[config.mk]
export PLATFORM = sky130hd
export DESIGN_NAME = axil_frame_fill_master
export DESIGN_NICKNAME = d
export VERILOG_FILES = /design/src/rtl/axil_frame_fill_master.sv
export SDC_FILE = /design/constraint.sdc
export NUM_CORES = 1
export LEC_CHECK = 0
export CAP_MARGIN = 20
export CORE_MARGIN = 2
export CORE_UTILIZATION = 47
export DETAILED_ROUTE_END_ITERATION = 8
export HOLD_SLACK_MARGIN = 0.12
export PLACE_DENSITY = 0.81
export SLEW_MARGIN = 25
export SYNTH_ARGS = -nofsm -noshare
export SYNTH_HDL_FRONTEND = slang
export SYNTH_SLANG_ARGS = --single-unit
[constraint.sdc]
create_clock -name i_CLK -period 4.21 [get_ports i_CLK]
set_input_delay 0.6315 -clock i_CLK [delete_from_list [all_inputs] [get_ports i_CLK]]
set_output_delay 0.6315 -clock i_CLK [all_outputs]
set_load 0.01 [all_outputs]
[src/rtl/axil_frame_fill_master.sv]
// axil_frame_fill_master: AXI4-Lite initiator writing one pixel per single-beat transaction.
// Define READBACK_VERIFY_EN to read each pixel back and count mismatches.
module axil_frame_fill_master #(
    parameter int ADDR_W      = 32,
    parameter int DATA_W      = 32,
    parameter int CNT_W       = 17,
    parameter int ADDR_STRIDE = 4
) (
    input  logic                i_CLK,
    input  logic                i_RST,
    input  logic                i_START,
    input  logic [ADDR_W-1:0]   i_BASE_ADDR,
    input  logic [CNT_W-1:0]    i_NUM_PIX,
    input  logic [1:0]          i_MODE,
    input  logic [7:0]          i_FILL,
    output logic                o_BUSY,
    output logic                o_DONE,
    output logic [CNT_W-1:0]    o_ERR_CNT,
    output logic [ADDR_W-1:0]   M_AWADDR,
    output logic                M_AWVALID,
    input  logic                M_AWREADY,
    output logic [DATA_W-1:0]   M_WDATA,
    output logic [DATA_W/8-1:0] M_WSTRB,
    output logic                M_WVALID,
    input  logic                M_WREADY,
    input  logic [1:0]          M_BRESP,
    input  logic                M_BVALID,
    output logic                M_BREADY,
    output logic [ADDR_W-1:0]   M_ARADDR,
    output logic                M_ARVALID,
    input  logic                M_ARREADY,
    input  logic [DATA_W-1:0]   M_RDATA,
    input  logic [1:0]          M_RRESP,
    input  logic                M_RVALID,
    output logic                M_RREADY
);
    localparam logic [2:0] S_IDLE = 3'd0;
    localparam logic [2:0] S_WR   = 3'd1;
    localparam logic [2:0] S_RESP = 3'd2;
    localparam logic [2:0] S_NEXT = 3'd3;
    localparam logic [2:0] S_DONE = 3'd4;
`ifdef READBACK_VERIFY_EN
    localparam logic [2:0] S_RD   = 3'd5;
`endif

    logic [2:0]        state;
    logic [CNT_W-1:0]  k, num, err;
    logic [1:0]        mode;
    logic [7:0]        fill, pix;
    logic [ADDR_W-1:0] addr;
    logic              aw_valid, w_valid;

    function automatic logic [7:0] pix_byte(input logic [1:0] m, input logic [7:0] f,
                                            input logic [CNT_W-1:0] i);
        return m == 2'd0 ? f : m == 2'd1 ? i[7:0] : m == 2'd2 ? f ^ {8{i[3]}} : f + i[7:0];
    endfunction

    // a channel counts as done once its valid has dropped or it handshakes this cycle
    logic aw_done, w_done;
    assign aw_done = !aw_valid || M_AWREADY;
    assign w_done  = !w_valid || M_WREADY;

    assign o_BUSY    = state != S_IDLE && state != S_DONE;
    assign o_DONE    = state == S_DONE;
    assign o_ERR_CNT = err;
    assign M_AWADDR  = addr;
    assign M_AWVALID = aw_valid;
    assign M_WDATA   = {{(DATA_W-8){1'b0}}, pix};
    assign M_WSTRB   = {{(DATA_W/8-1){1'b0}}, 1'b1};
    assign M_WVALID  = w_valid;
    assign M_BREADY  = state == S_RESP;

`ifdef READBACK_VERIFY_EN
    logic ar_valid;
    logic unused_rd;
    assign unused_rd = ^M_RDATA[DATA_W-1:8];
    assign M_ARADDR  = addr;
    assign M_ARVALID = ar_valid;
    assign M_RREADY  = state == S_RD && !ar_valid;
`else
    logic unused_rd;
    assign unused_rd = ^{M_ARREADY, M_RDATA, M_RRESP, M_RVALID};
    assign M_ARADDR  = '0;
    assign M_ARVALID = 1'b0;
    assign M_RREADY  = 1'b0;
`endif

    always_ff @(posedge i_CLK) begin
        if (i_RST) begin
            state    <= S_IDLE;
            k        <= '0;
            num      <= '0;
            err      <= '0;
            mode     <= '0;
            fill     <= '0;
            pix      <= '0;
            addr     <= '0;
            aw_valid <= 1'b0;
            w_valid  <= 1'b0;
`ifdef READBACK_VERIFY_EN
            ar_valid <= 1'b0;
`endif
        end else begin
            case (state)
                S_IDLE: if (i_START) begin
                    num      <= i_NUM_PIX;
                    mode     <= i_MODE;
                    fill     <= i_FILL;
                    addr     <= i_BASE_ADDR;
                    k        <= '0;
                    err      <= '0;
                    pix      <= pix_byte(i_MODE, i_FILL, '0);
                    state    <= i_NUM_PIX == '0 ? S_DONE : S_WR;
                    aw_valid <= i_NUM_PIX != '0;
                    w_valid  <= i_NUM_PIX != '0;
                end
                S_WR: begin
                    if (M_AWREADY) aw_valid <= 1'b0;
                    if (M_WREADY) w_valid <= 1'b0;
                    if (aw_done && w_done) state <= S_RESP;
                end
                S_RESP: if (M_BVALID) begin
                    if (M_BRESP != 2'b00 && err != '1) err <= err + 1'b1;
`ifdef READBACK_VERIFY_EN
                    ar_valid <= 1'b1;
                    state    <= S_RD;
`else
                    state    <= S_NEXT;
`endif
                end
`ifdef READBACK_VERIFY_EN
                S_RD: begin
                    if (M_ARREADY) ar_valid <= 1'b0;
                    if (!ar_valid && M_RVALID) begin
                        if ((M_RRESP != 2'b00 || M_RDATA[7:0] != pix) && err != '1) err <= err + 1'b1;
                        state <= S_NEXT;
                    end
                end
`endif
                S_NEXT: if (k == num - 1'b1) begin
                    state <= S_DONE;
                end else begin
                    k        <= k + 1'b1;
                    addr     <= addr + ADDR_W'(ADDR_STRIDE);
                    pix      <= pix_byte(mode, fill, k + 1'b1);
                    aw_valid <= 1'b1;
                    w_valid  <= 1'b1;
                    state    <= S_WR;
                end
                default: state <= S_IDLE;
            endcase
        end
    end
endmodule

==> impl_metrics.csv <==
group,metric,value,unit
global_routing,antenna_found_initial,0,
global_routing,grt_max_degree,80,
die,io-pin-count,227,
critical_path,cp_top_family,"simple AND/OR/NAND/NOR gates",
clocking,insertion_delay,360,ps
worst_hold_path,whs_path_depth,2,
clocking,root_buffer,"clkbuf_16",
critical_path,r2r_end,"k[2]",
route,detail-route-antenna-nets,0,
critical_path,crit_slowest_cell,"o21a_4",
route,wl_per_cell,15.7,um
critical_path,cp-end-kind,"flip-flop",
critical_path,path_depth,8,
pwr,vdd_drop_max,0.269,mV
pwr,p_per_area,529,mW/mm^2
clocking,cts_tree,"built",
die,dieArea,0.0159,mm^2
sta,rsz0062_at_grt,"false",
sta,final-hold-violation-count,0,
flow_run,maxCapViolations,0,
pwr,power_frac_comb,45.1,%
synth,synth_top_cell_by_area,"dfxtp_1",
placement,dp_cells,1185,
clocking,numCtsBuffers,9,
pwr,power.switching,1.84,mW
pwr,pwr-share-clk,19.9,%
cells_and_area,diodes,0,
critical_path,crit_end,"k[2]",
cells_and_area,nets,1128,
critical_path,start_kind,"flip-flop",
synth,async_reset_ff_share,0,%
route,route.vias.total,7016,
die,fp-row-count,44,
synth,synthesis.instances,926,
critical_path,crit_buf_inv,0,
route,wl,18900,um
synth,seq_area_frac_synth,30.2,%
global_routing,grt_pass1_wl,30600,um
die,core,0.0146,mm^2
pwr,power_frac_seq,35.0,%
route,drc,0,
synth,synthTopCellsByArea,"dfxtp_1 (30%), buf_4 (7.3%), nand2_1 (6.5%)",
critical_path,crit_type,"reg2reg",
critical_path,startpoint,"num[6]",
synth,yosysWarnings,0,
cells_and_area,final_cells,1201,
clocking,cts_resized,0,
critical_path,crit_arrival,3720,ps
placement,place.gp.congestion,0.867,
clocking,clock_sinks,106,
synth,syn-cell-area,0.00703,mm^2
synth,ys_seq_elements,106,
clocking,cts_setup_buffers,0,
sta,timing.final.crit_share,82.3,%
global_routing,grt_pass1_vias,6292,
placement,io_buffers,128,
clocking,clock_tree.buffer_depth,2,
pwr,netSwitchingFraction,41.2,%
pwr,internal_power,2.62,mW
outcome,status,"completed",
clocking,holdBufCountCts,0,
critical_path,worstPathMaxFanout,50,
cells_and_area,syn_to_final_growth,19.8,%
synth,ys.flop_type,"dfxtp_1",
route,drt_iter0_drc,460,
worst_hold_path,hp-class,"reg2reg",
critical_path,path_cells,"nor4_1 > and4b_1 > xnor2_1 > a22oi_1 > or3_1 > o21a_4 > nor2_2 > a311o_1",
die,floorplan.initialDensity,48.2,%
die,die_w,126,um
sta,post-route-min-period,3470,ps
critical_path,critPathMaxStageDelay,640,ps
cells_and_area,drive_above_1_share,5.70,%
synth,avgSynthCellArea,7.59,um^2
critical_path,r2r_start,"num[6]",
critical_path,reg2reg_depth,8,
sta,max_slew_margin,21.0,%
sta,clock_skew,9.18,ps
sta,finalSetupViolCount,0,
critical_path,required,4460,ps
synth,synth_cell_types,76,
synth,yosysTopAreaCellShare,30.2,%
sta,slew_viol_final,0,
clocking,path_clk_slew,70,ps
global_routing,grt.overflow.total,0,
placement,place_hpwl,13000,um
route,vias_per_cell,5.84,
sta,tns,0,ps
die,chipHeight,126,um
route,first_pass_iters,5,
pwr,total_leakage_power,3.10,nW
synth,synth_edf_count,0,
sta,fmax,289,MHz
global_routing,track_usage,23.0,%
pwr,p_total,4.45,mW
clocking,htree_levels,3,
critical_path,reg2reg_slack,740,ps
sta,worst_pin_slew,1170,ps
## sequential cells by signal, indices dropped and copies added (netlist names)
name and cells:
M_AWADDR 32, M_AWVALID 1, M_WVALID 1, fill 8, k 17, mode 2, num 17, o_ERR_CNT 17
pix 8, state 3
## logic make-up after synthesis
logic type,Yosys count,synth area share [%]
flops,106,30.2
xor+xnor,44,5.48
simple gates,356,24.6
fa+ha+maj,13,2.42
buf+inv,150,11.9
compound gates,243,23.6
mux,12,1.71
other cells,2,0.107
## through the flow
step | area (um^2) | util (%) | hold slack (ps) | setup slack (ps)
6_report | 8420 | 57.7 | 459 | 744
5_1_grt | 8420 | 57.7 | 485 | 467
4_1_cts | 8420 | 57.7 | 460 | 755
3_5_place_dp | 8120 | 55.6 | 449 | 810
3_3_place_gp | 8120 | 55.6 | 444 | 846
2_1_floorplan | 7250 | - | 449 | 1290
## cells in the final DEF (no fill, tap or decap), types with 9 or more instances in the layout
| cell type | instances |
|---|---|
| a31oi_1 | 11 |
| nand4_1 | 16 |
| o21ai_0 | 27 |
| nand3_1 | 36 |
| or3_1 | 11 |
| a221oi_1 | 11 |
| conb_1 | 62 |
| a211oi_1 | 9 |
| xor2_1 | 22 |
| o31ai_1 | 9 |
| clkdlybuf4s50_1 | 127 |
| nand2_1 | 121 |
| nor4_1 | 12 |
| a21oi_1 | 78 |
| xnor2_1 | 22 |
| clkbuf_16 | 9 |
| and3_1 | 14 |
| inv_1 | 26 |
| o21ai_1 | 23 |
| mux2i_1 | 12 |
| buf_4 | 11 |
| ha_1 | 12 |
| nor2_1 | 70 |
| a2111oi_2 | 10 |
| dfxtp_1 | 106 |
| nor3_1 | 31 |
## tightest hold or removal path: cells and delay by family (launching register included)
family	cells	cell delay, ps
and+or+nand+nor	1	50
DFF	1	310
AOI/OAI and AO/OA	1	50
## synth_stat cells (12+ instances only)
master and count:
nand2_1 121, and3_1 15, nand3_1 36, nor4_1 12, inv_1 26, o21ai_0 27, nand4_1 16, xnor2_1 22
ha_1 12, nor2_1 71, nor3_1 31, buf_4 68, xor2_1 22, a21oi_1 78, dfxtp_1 106, mux2i_1 12
clkbuf_1 45, o21ai_1 23
## area by class of cell
| class | instances | area [um^2] |
|---|---|---|
| Clock buffer | 12 | 256 |
| Tap cell | 184 | 230 |
| Inverter | 26 | 97.6 |
| Clock inverter | 4 | 48.8 |
| Timing Repair Buffer | 139 | 1360 |
| Multi-Input combinational cell | 730 | 4310 |
| Sequential cell | 106 | 2120 |
| Fill cell | 1336 | 6170 |
## how the worst min path moves through the flow
stage | start | to | slack [ps]
global placement | M_AWADDR[1] | M_AWADDR[1] | 440
CTS | M_AWADDR[0] | M_AWADDR[0] | 460
detailed placement | M_AWADDR[0] | M_AWADDR[0] | 450
floorplan | num[16] | num[16] | 450
finish | M_AWADDR[0] | M_AWADDR[0] | 460
global route | M_AWADDR[0] | M_AWADDR[0] | 480
## layer usage
layer	vias up	global-route usage (%)	wire length, um
li1	3385	-	-
met5	-	0	0
met3	33	3.36	1230
met1	3312	32.1	8650
met2	286	36.4	8620
met4	0	7.76	386
## power by group through the flow
stage	sequential, mW	clock [mW]	combinational, mW
floorplan	1.52	0	1.35
global placement	1.56	0	1.95
detailed placement	1.56	0	1.99
CTS	1.55	0.892	2.00
global route	1.60	0.927	2.20
finish	1.56	0.886	2.01
(Power assumes the default switching activity.)
